`src/rtl/fft8_frame_loader.sv`:
```
// Serial-to-parallel loader in front of fft8: packs DW-bit samples into 8-sample
// frames, double-buffered so the stream keeps flowing while a frame waits for the consumer.
module fft8_frame_loader #(
    parameter int DW    = 16,
    parameter int DROPW = 8
) (
    input  logic             clk_i,
    input  logic             rst_i,
    input  logic             s_valid_i,
    output logic             s_ready_o,
    input  logic [DW-1:0]    s_data_i,
    input  logic             s_sof_i,
    output logic             frame_valid_o,
    input  logic             frame_ready_i,
    output logic [DW-1:0]    x0_o,
    output logic [DW-1:0]    x1_o,
    output logic [DW-1:0]    x2_o,
    output logic [DW-1:0]    x3_o,
    output logic [DW-1:0]    x4_o,
    output logic [DW-1:0]    x5_o,
    output logic [DW-1:0]    x6_o,
    output logic [DW-1:0]    x7_o,
    output logic [2:0]       fill_idx_o,
    output logic [DROPW-1:0] drop_cnt_o
);

    // Handshakes: a sample moves on a rising edge with s_valid_i & s_ready_o high,
    // a frame moves on a rising edge with frame_valid_o & frame_ready_i high;
    // a valid is never withdrawn by the loader until its transfer has happened.

    logic [DW-1:0]    fill_q [8];
    logic [DW-1:0]    out_q  [8];
    logic             fill_full_q;
    logic             frame_valid_q;
    logic [2:0]       fill_idx_q;
    logic [DROPW-1:0] drop_q;

    logic       accept;
    logic [2:0] wr_idx;
    logic       out_free;
    logic       complete;

    // s_ready_o comes straight from a register, so frame_ready_i never reaches it.
    assign s_ready_o = !fill_full_q && !rst_i;
    assign accept    = s_valid_i && s_ready_o;
    assign wr_idx    = s_sof_i ? 3'd0 : fill_idx_q;
    assign out_free  = !frame_valid_q || frame_ready_i;
    assign complete  = accept && (wr_idx == 3'd7);

    always_ff @(posedge clk_i or posedge rst_i) begin
        if (rst_i) begin
            for (int k = 0; k < 8; k++) begin
                fill_q[k] <= '0;
                out_q[k]  <= '0;
            end
            fill_full_q   <= 1'b0;
            frame_valid_q <= 1'b0;
            fill_idx_q    <= 3'd0;
            drop_q        <= '0;
        end else begin
            if (accept) begin
                fill_q[wr_idx] <= s_data_i;
                fill_idx_q     <= wr_idx + 3'd1;
                if (s_sof_i && (fill_idx_q != 3'd0) && (drop_q != {DROPW{1'b1}}))
                    drop_q <= drop_q + DROPW'(1);
            end

            // Completion and hand-over are mutually exclusive: accept needs !fill_full_q.
            if (complete && out_free) begin
                for (int k = 0; k < 7; k++)
                    out_q[k] <= fill_q[k];
                out_q[7]      <= s_data_i;
                frame_valid_q <= 1'b1;
            end else if (complete) begin
                fill_full_q <= 1'b1;
            end else if (fill_full_q && out_free) begin
                out_q         <= fill_q;
                fill_full_q   <= 1'b0;
                frame_valid_q <= 1'b1;
            end else if (frame_ready_i) begin
                frame_valid_q <= 1'b0;
            end
        end
    end

    assign frame_valid_o = frame_valid_q;
    assign fill_idx_o    = fill_idx_q;
    assign drop_cnt_o    = drop_q;
    assign x0_o = out_q[0];
    assign x1_o = out_q[1];
    assign x2_o = out_q[2];
    assign x3_o = out_q[3];
    assign x4_o = out_q[4];
    assign x5_o = out_q[5];
    assign x6_o = out_q[6];
    assign x7_o = out_q[7];

endmodule
```
`config.mk`:
```
export PLATFORM = sky130hd
export DESIGN_NAME = fft8_frame_loader
export DESIGN_NICKNAME = d
export VERILOG_FILES = /design/src/rtl/fft8_frame_loader.sv
export SDC_FILE = /design/constraint.sdc
export NUM_CORES = 1
export LEC_CHECK = 0
export CAP_MARGIN = 40
export CELL_PAD_IN_SITES_DETAIL_PLACEMENT = 1
export CELL_PAD_IN_SITES_GLOBAL_PLACEMENT = 1
export CORE_ASPECT_RATIO = 0.6
export CORE_MARGIN = 2
export CORE_UTILIZATION = 42
export CTS_BUF_LIST = sky130_fd_sc_hd__clkbuf_4 sky130_fd_sc_hd__clkbuf_8
export CTS_CLUSTER_DIAMETER = 100
export CTS_CLUSTER_SIZE = 28
export DETAILED_ROUTE_END_ITERATION = 12
export PLACE_DENSITY_LB_ADDON = 0.1
export SLEW_MARGIN = 20
export SYNTH_ARGS = -nofsm -noshare
export SYNTH_HDL_FRONTEND = slang
export SYNTH_SLANG_ARGS = --single-unit
export TNS_END_PERCENT = 50
```
`constraint.sdc`:
```
create_clock -name clk_i -period 8.9 [get_ports clk_i]
set_input_delay 1.335 -clock clk_i [delete_from_list [all_inputs] [get_ports clk_i]]
set_output_delay 1.335 -clock clk_i [all_outputs]
set_load 0.01 [all_outputs]
```
==> impl_results.md <==
* Share of post-route cells with drive strength above 1 at 34.6%
* Antenna violations before repair at 0
* Largest net degree at the start of global routing at 123
* Total power at 2580 µW
* Final Hold Viols at 0
* H-tree levels at 1
* Rel. slew slack at 47.0%
* Final worst path period need at 3.94 ns
* Tcrit/Tclk final at 44.2%
* Clk network pwr share at 19.3%
* Slowest CP cell: clkdlybuf4s50_1
* Total Wirelength at 24,500 µm
* RSZ-0062 raised after global routing: false
* CTS root buf: clkbuf_8
* Flop2flop setup slack at 6.00 ns
* Clk_skew at 0.0232 ns
* Most numerous cell on the critical path: clkdlybuf4s50_1
* Setup violations, final at 0
* Outcome: complete, no violations
* Final-layout fill cell count at 2,296
* Syn Nets at 669
* Initial DRC count at 265
* DRT Pass-1 Iters at 4
* Synth-to-layout area growth at 22.0%
* Synth unique cells at 30
* Slew Viols, Final at 0
* CTS clk-pin slew, worst paths at 0.15 ns
* Num rows at 44
* CTS tree: done
* Antenna cell count at 0
* TNS Setup at 0 ns
* Largest cells by area after synthesis: dfrtp_1 65%, mux2_2 24%, mux2_4 3.5%
* Cell Int Power at 1900 µW
* Grt total ovfl at 0
* Least-Margin Pin Slew at 0.795 ns
* Net Switching at 682 µW
* Global-route usage over all layers at 19.3%
* CP Capture Point: s_ready_o
* Clock Tree Buf Depth at 3
* Delay-heaviest family, CP: buffers and inverters
* Number of synthesized flops with an enable pin at 0
* Worst skew pair latency at 0.53 ns
* Worst Path Arrival at 2.60 ns
* Core area at 24,200 µm²
* Clk sinks at 269
* Worst hold path class: reg -> reg
* CP Launch Type: input port
* Sequential power share at 62.7%
* Vias at 5,863
* Crit. Startpoint: rst_i
* Finished Cell Area at 12,600 µm²
* Yosys reg bits at 269
* Sw Share at 26.4%
* Num CTS Buffers at 13
* HPWL Detailed at 16,900 µm
* Post-Syn Instances at 645
* Number of global-route vias before repair at 6,469
* Highest clock rate at 254 MHz
* Ys flop type: dfrtp_1
* Placed inst area at 12,300 µm²
* Power Density at 205 nW/µm²
* Maxcap violations at 0
* Crit path cell chain: clkdlybuf4s50_1 > nor2_1 > clkdlybuf4s50_1
* Synthesized cell area at 10,300 µm²
* Placement Setup Slack at 4.59 ns
* Most common cell in the netlist: dfrtp_1
* WP depth at 3
* Ys async rst share at 100%
* Post-CTS Resized at 0
* Reg2reg start: fill_idx_o[0]
* Setup CP Type: in -> out
* Die span in y at 126 µm
* Leak pwr at 0.00598 µW
* Maximum vdd drop at 0.0887 mV
* Port Buf Inserts at 161
* CP Capture Type: primary output
* Antenna-violating nets left at 0
* # hold bufs at CTS at 0
* Post-CTS Setup Bufs at 0
* Worst Slack Setup Final at 4.96 ns
* Top-area cell type share of the netlist area at 65.1%
* Post-synthesis sequential area ratio at 65.1%
* # IOs at 162
* CP required at 7.57 ns
* Post-synth top cells: 269 x dfrtp_1, 219 x mux2_2, 24 x mux2_4
* Yosys warns at 0
* Post-synth top area cell: dfrtp_1
* Avg Cell Area, Syn at 16.0 µm²
* Drt drc at 0
* R2R depth at 8
* Critical path peak fanout at 3
* Slowest stage delay, CP at 0.57 ns
* WL per Instance at 21.7 µm
* Comb pwr share at 18.0%
* Nets at 830
* Die X at 207 µm
* Final Wtd Congestion at 0.785
* First-pass GRT wire length at 38,200 µm
* Starting Density at 42.8%
* CP bufs+invs at 2
* R2r endpoint: x2_o[12]
* Die ar. at 25,900 µm²
* Via/cell ratio at 5.20
==> final cells by class <==
type / instances / area (µm²) / share of cell area, %
clock inverters: 2 / 23.8 / 0.189
flip-flops and latches: 269 / 6730 / 53.4
well taps: 322 / 403 / 3.19
repair buffers: 176 / 1830 / 14.5
multi-input cells: 326 / 3360 / 26.6
inverters: 20 / 82.6 / 0.655
clock buffers: 13 / 179 / 1.42
==> kinds of logic after synthesis <==
family | after synthesis | share of synthesized area (%)
buffers and inverters | 50 | 2.51
DFF | 269 | 65.1
muxes | 243 | 27.3
AOI/OAI and AO/OA | 35 | 2.14
adders and majority gates | 3 | 0.363
xor gates and xnor gates | 7 | 0.593
and+or+nand+nor | 38 | 1.91
==> flip-flops by register name, indices dropped and copies added, names as in the netlist <==
register	flops
drop_cnt_o	8
x7_o	16
x4_o	16
fill_q	128
fill_full_q	1
x5_o	16
x1_o	16
x0_o	16
x2_o	16
frame_valid_o	1
x3_o	16
x6_o	16
fill_idx_o	3
==> cell usage in the layout, fill, tap and decap left out <==
cell and count:
xnor2_1 1, mux2_2 219, buf_4 5, and2_1 1, nand4_1 1, buf_6 2
o2111ai_1 1, nand3_1 4, inv_1 19, nor2b_1 2, nor3b_1 1, dfrtp_1 269
or2_4 1, a22oi_1 16, nand3_2 1, a21oi_1 1, o21a_1 1, buf_16 3
xor2_1 6, nand2_1 8, nor2_4 1, clkbuf_8 13, nor2_1 8, clkinvlp_4 1
ha_1 3, or3_1 2, buf_12 1, nand2b_1 3, nor2b_2 1, inv_8 1
clkinv_8 1, nor3_1 2, clkdlybuf4s50_1 161, mux2_4 24, buf_8 4, nor4_1 1
and3_4 1, o21ai_0 16
==> metrics by stage <==
stage	util, %	cells	hold WS, ns
3_5_place_dp	50.9	1108	0.487
3_3_place_gp	50.6	1104	0.481
5_1_grt	52.2	1128	0.530
6_report	52.2	1128	0.517
2_1_floorplan	-	645	0.474
4_1_cts	51.7	1123	0.520
==> worst min path at each step <==
stage | startpoint | endpoint | slack, ns | cells after the start
3_3_place_gp | fill_q[122] | x0_o[10] | 0.48 | 1
5_1_grt | fill_q[123] | x0_o[11] | 0.53 | 1
6_report | fill_q[100] | x1_o[4] | 0.52 | 1
4_1_cts | drop_cnt_o[7] | drop_cnt_o[7] | 0.52 | 1
3_5_place_dp | fill_q[100] | x1_o[4] | 0.49 | 1
2_1_floorplan | fill_q[105] | fill_q[105] | 0.47 | 1
==> routing by layer <==
layer | GRT usage [%] | vias up | wire (µm)
met5 | 0 | - | 0
met4 | 3.61 | 0 | 407
met3 | 3.68 | 22 | 996
met2 | 30.2 | 105 | 11300
met1 | 28.3 | 3170 | 11700
li1 | - | 2566 | -
==> power groups by stage <==
| stage | clock network [µW] | logic [µW] | registers, µW |
|---|---|---|---|
| after detailed placement | 0 | 468 | 1650 |
| after global routing | 568 | 506 | 1650 |
| after global placement | 0 | 440 | 1620 |
| after floorplan | 0 | 273 | 1610 |
| final | 498 | 465 | 1620 |
| after CTS | 525 | 469 | 1620 |
Note: power is estimated with default switching activity, not from simulation.
==> edit 1, RTL diff (same settings) <==
Make the reset (`rst_i`) synchronous in one clocked block.
--- a/src/rtl/fft8_frame_loader.sv
+++ b/src/rtl/fft8_frame_loader.sv
@@ -47,7 +47,7 @@
     assign out_free  = !frame_valid_q || frame_ready_i;
     assign complete  = accept && (wr_idx == 3'd7);
 
-    always_ff @(posedge clk_i or posedge rst_i) begin
+    always_ff @(posedge clk_i) begin
         if (rst_i) begin
             for (int k = 0; k < 8; k++) begin
                 fill_q[k] <= '0;
Function: differs if rst_i is asserted again (counterexample within 4 cycles, from zero or initial values and one cycle with rst_i high); with rst_i held inactive, the same outputs for 10 cycles.
==> edit 1 against the original RTL <==
Final area decreased by 4.4%; register-to-register slack improved by 0.05 ns; wire length is 23% higher; count of clock-buffer cells in the layout unchanged; core utilization decreased by 0.52 points; synthesized cell count rose by 69%; largest cell class unchanged; setup slack got worse by 0.017 ns; highest routed layer unchanged; via count grew 40%; sequential cell count is the same; final cell count rose by 32%; area after synthesis is 2.4% lower; critical path depth rose by 7.
Power is not compared: it rests on default switching activity, and its combinational part moved more than twofold at a synthesized area within 25%.
==> edit 1: results (changes against the original RTL) <==
| Group | Item | Reported | vs unedited |
|:---|:---|:---|:---|
| logic synthesis | Arithmetic-cell share of the synthesized area counting full adders, half adders and majority gates | 0.372% | was 0.363% |
| grt | Met3 layer usage reported by global route | 3.24% | was 3.68% |
| setup path | Data arrival time of the critical path | 4.41 ns | was 2.60 ns |
| grt | Largest net degree at the start of global routing | 115 | was 123 |
| setup path | Largest stage delay on the critical path | 0.67 ns | was 0.57 ns |
| clocking | CTS clk-pin slew, worst paths | 0.17 ns | was 0.15 ns |
| setup path | Launch point of the critical path | s_sof_i | was rst_i |
| final layout | Non-filler instance count after layout | 1488 | was 1128 |
| timing | Min setup slack post-route | 4.95 ns | was 4.96 ns |
| final layout | Nets | 1197 | was 830 |
| logic synthesis | Post-synthesis compound-gate area fraction | 14.2% | was 2.14% |
| logic synthesis | XOR/XNOR share of the synthesized area | 0.174% | was 0.593% |
| grt | Wire length of the first global-routing pass | 47000 um | was 38200 um |
| setup path | Last element of the critical path | x5_o[14] | was s_ready_o |
| power and ir drop | Total power | 1800 uW |  |
| setup path | R2R setup slack | 6.05 ns | was 6.00 ns |
| placed design | Dpl ws | 4.42 ns | was 4.59 ns |
| route | Total length of routed met3 wires | 1070 um | was 996 um |
| setup path | CP max FO | 60 | was 3 |
| run status | Status | completed | unchanged |
| grt | Global router's overall resource usage | 23.5% | was 19.3% |
| route | Met2 routed wirelength | 13500 um | was 11300 um |
| logic synthesis | Ranking of synthesized cells by area | sky130_fd_sc_hd__dfxtp_1 53%, sky130_fd_sc_hd__mux2i_1 13%, sky130_fd_sc_hd__a21oi_1 6.7% | was sky130_fd_sc_hd__dfrtp_1 65%, sky130_fd_sc_hd__mux2_2 24%, sky130_fd_sc_hd__mux2_4 3.5% |
| timing | Worst Clk Skew | 0.0290 ns | was 0.0232 ns |
| setup path | R2r endpoint | x1_o[4] | was x2_o[12] |
| setup path | Worst R2R Start | fill_idx_o[0] | unchanged |
| placed design | Post-detailed-placement half-perimeter wirelength | 18800 um | was 16900 um |
| route | Met1 wire length | 15100 um | was 11700 um |
edit 1: changes by cell type after synthesis, moves of 5 or more:
| cell | before | now |
|---|---|---|
| sky130_fd_sc_hd__a21oi_1 | 1 | 134 |
| sky130_fd_sc_hd__buf_2 | 15 | 21 |
| sky130_fd_sc_hd__buf_6 | 6 | 1 |
| sky130_fd_sc_hd__clkbuf_1 | 7 | 86 |
| sky130_fd_sc_hd__dfrtp_1 | 269 | 0 |
| sky130_fd_sc_hd__dfxtp_1 | 0 | 269 |
| sky130_fd_sc_hd__inv_1 | 20 | 2 |
| sky130_fd_sc_hd__mux2_2 | 219 | 0 |
| sky130_fd_sc_hd__mux2_4 | 24 | 0 |
| sky130_fd_sc_hd__mux2i_1 | 0 | 130 |
| sky130_fd_sc_hd__nand3_1 | 4 | 131 |
| sky130_fd_sc_hd__nor2_1 | 9 | 134 |
| sky130_fd_sc_hd__o21ai_0 | 16 | 118 |
edit 1: area by class of cell:
| cell class | count | area [um2] |
|---|---|---|
| inverter | 3 | 11.3 |
| timing repair buffer | 178 | 1850 |
| multi-input combinational | 708 | 4220 |
| clock buffer | 13 | 179 |
| clock inverter | 2 | 23.8 |
| tap | 315 | 394 |
| sequential | 269 | 5390 |
| fill | 2668 | 11300 |
edit 1: worst max-delay path: cells and delay by family:
family / cells / cell delay [ns]
AND/OR/NAND/NOR: 3 / 0.52
AO/OA/AOI/OAI: 1 / 0.17
buffers and inverters: 4 / 1.87
adder cells (fa/ha/maj): 2 / 0.43
edit 1: worst min-delay path by stage:
stage,endpoint,slack [ns],depth (start not counted)
after floorplan,x6_o[0],0.45,2
after global placement,x1_o[11],0.45,2
after detailed placement,x3_o[14],0.46,2
after CTS,x6_o[6],0.46,2
after global routing,x6_o[6],0.49,2
final,x6_o[6],0.47,2
==> edit 2, RTL diff (config.mk and constraints unchanged) <==
Made on the original files. The parameter `DROPW` goes from 8 to 9.
--- a/src/rtl/fft8_frame_loader.sv
+++ b/src/rtl/fft8_frame_loader.sv
@@ -2,7 +2,7 @@
 // frames, double-buffered so the stream keeps flowing while a frame waits for the consumer.
 module fft8_frame_loader #(
     parameter int DW    = 16,
-    parameter int DROPW = 8
+    parameter int DROPW = 9
 ) (
     input  logic             clk_i,
     input  logic             rst_i,
Interface: changed (resized drop_cnt_o); port bits go from 162 to 163. No check against the original RTL was run, so the function may have changed too.
==> edit 2 against the original RTL <==
Final cell count shrank 2.1%; largest power group unchanged; hold slack worse by 0.014 ns; area after synthesis about the same; final area fell by 0.88%; setup slack gained 0.0029 ns; clock skew is essentially flat; wire length shrank 4.7%; critical path depth is the same; count of clock-buffer cells in the layout did not move; critical path type unchanged; sequential cell count up 1; power fell by 1.6%.
==> edit 2: results (changes against the original RTL) <==
| Group | Item | Reported | vs unedited |
|:---|:---|:---|:---|
| run status | Status | completed | unchanged |
| grt | Wire length of the first global-routing pass | 37100 um | was 38200 um |
| logic synthesis | Portion of the post-synthesis area used by sequential elements | 65.3% | was 65.1% |
| logic synthesis | Most numerous cell types in the synthesized netlist | 270 x sky130_fd_sc_hd__dfrtp_1, 233 x sky130_fd_sc_hd__mux2_2, 19 x sky130_fd_sc_hd__buf_2 | was 269 x sky130_fd_sc_hd__dfrtp_1, 219 x sky130_fd_sc_hd__mux2_2, 24 x sky130_fd_sc_hd__mux2_4 |
| route | Routed vias/inst | 5.14 | was 5.20 |
| final layout | Layout cells sized above 1 | 35.5% | was 34.6% |
| final layout | Number of inserted filler cells in the final layout | 2305 | was 2296 |
| grt | Antenna violations before repair | 1 | was 0 |
| setup path | Worst R2R Start | fill_idx_o[1] | was fill_idx_o[0] |
| worst hold path | Start point of the worst min-delay path | drop_cnt_o[5] | was fill_q[100] |
| logic synthesis | XOR/XNOR share of the synthesized area | 0.593% | about the same |
| timing | Relative slew slack | 51.4% | was 47.0% |
| placed design | GP Congestion | 0.778 | was 0.785 |
| grt | Largest net degree at the start of global routing | 109 | was 123 |
| logic synthesis | Distinct cell type count of the synthesized netlist | 34 | was 30 |
| logic synthesis | Ranking of synthesized cells by area | sky130_fd_sc_hd__dfrtp_1 65%, sky130_fd_sc_hd__mux2_2 25%, sky130_fd_sc_hd__a222oi_1 1.5% | was sky130_fd_sc_hd__dfrtp_1 65%, sky130_fd_sc_hd__mux2_2 24%, sky130_fd_sc_hd__mux2_4 3.5% |
| final layout | Nets | 808 | was 830 |
| logic synthesis | Arithmetic-cell share of the synthesized area counting full adders, half adders and majority gates | 0.484% | was 0.363% |
| grt | Global router's overall resource usage | 18.7% | was 19.3% |
| route | Detailed-router iteration count before antenna repair | 5 | was 4 |
| power and ir drop | Lkg Pwr | 0.00609 uW | was 0.00598 uW |
| setup path | CP max FO | 4 | was 3 |
| logic synthesis | Post-synth net total | 653 | was 669 |
| placed design | Dpl ws | 4.70 ns | was 4.59 ns |
| grt | Number of global-route vias before repair | 6279 | was 6469 |
| route | Number of DRC violations after detailed-routing iteration 0 | 242 | was 265 |
| route | Detailed Route WL | 23300 um | was 24500 um |
| logic synthesis | Mux share of post-synthesis cell area | 26.9% | was 27.3% |
==> edit 2: stage by stage <==
stage	instances	area (um2)
5_1_grt	1104	12500
4_1_cts	1104	12500
6_report	1104	12500
2_1_floorplan	628	10300
3_3_place_gp	1085	12200
3_5_place_dp	1090	12300
==> edit 2: cell families after synthesis <==
| group | count (synthesis) |
|---|---|
| flops | 270 |
| buf+inv | 47 |
| compound gates | 18 |
| xor+xnor | 7 |
| simple gates | 38 |
| mux | 244 |
| fa+ha+maj | 4 |
==> edit 2: metal layers <==
metal / global-route usage, % / vias to the layer above / share of wire (%) / routed length, um
li1: - / 2519 / - / -
met1: 27.7 / 3037 / 48 / 11200
met2: 29.2 / 95 / 46 / 10700
met3: 3.62 / 19 / 4.7 / 1090
met4: 2.65 / 0 / 1.1 / 266
met5: 0 / - / 0 / 0
==> edit 2: report_power, final <==
| part | switching (uW) | internal, uW | total (uW) |
|---|---|---|---|
| sequential | 137 | 1470 | 1610 |
| combinational | 166 | 277 | 442 |
| clock | 351 | 138 | 489 |
| total | 653 | 1890 | 2540 |
==> edit 2: path summary, 6_finish.rpt <==
| kind | to | slack (ns) | depth (start not counted) |
|---|---|---|---|
| max in group asynchronous | fill_q[45] | 6.13 | 4 |
| min | drop_cnt_o[5] | 0.50 | 1 |
| max | s_ready_o | 4.97 | 3 |
| min in group asynchronous | fill_full_q | 1.42 | 2 |
| max reg2reg | x5_o[0] | 6.09 | 7 |
| min reg2reg | drop_cnt_o[5] | 0.50 | 1 |
==> edit 2: final cells by class <==
cell class                      count  area, um2  area share (%)
Clock inverter                      1       11.3          0.0901
Inverter                           17       71.3           0.571
Clock buffer                       13        179            1.43
Sequential cell                   270       6760            54.1
Multi-Input combinational cell    311       3330            26.6
Tap cell                          322        403            3.22
Timing Repair Buffer              170       1750            14.0
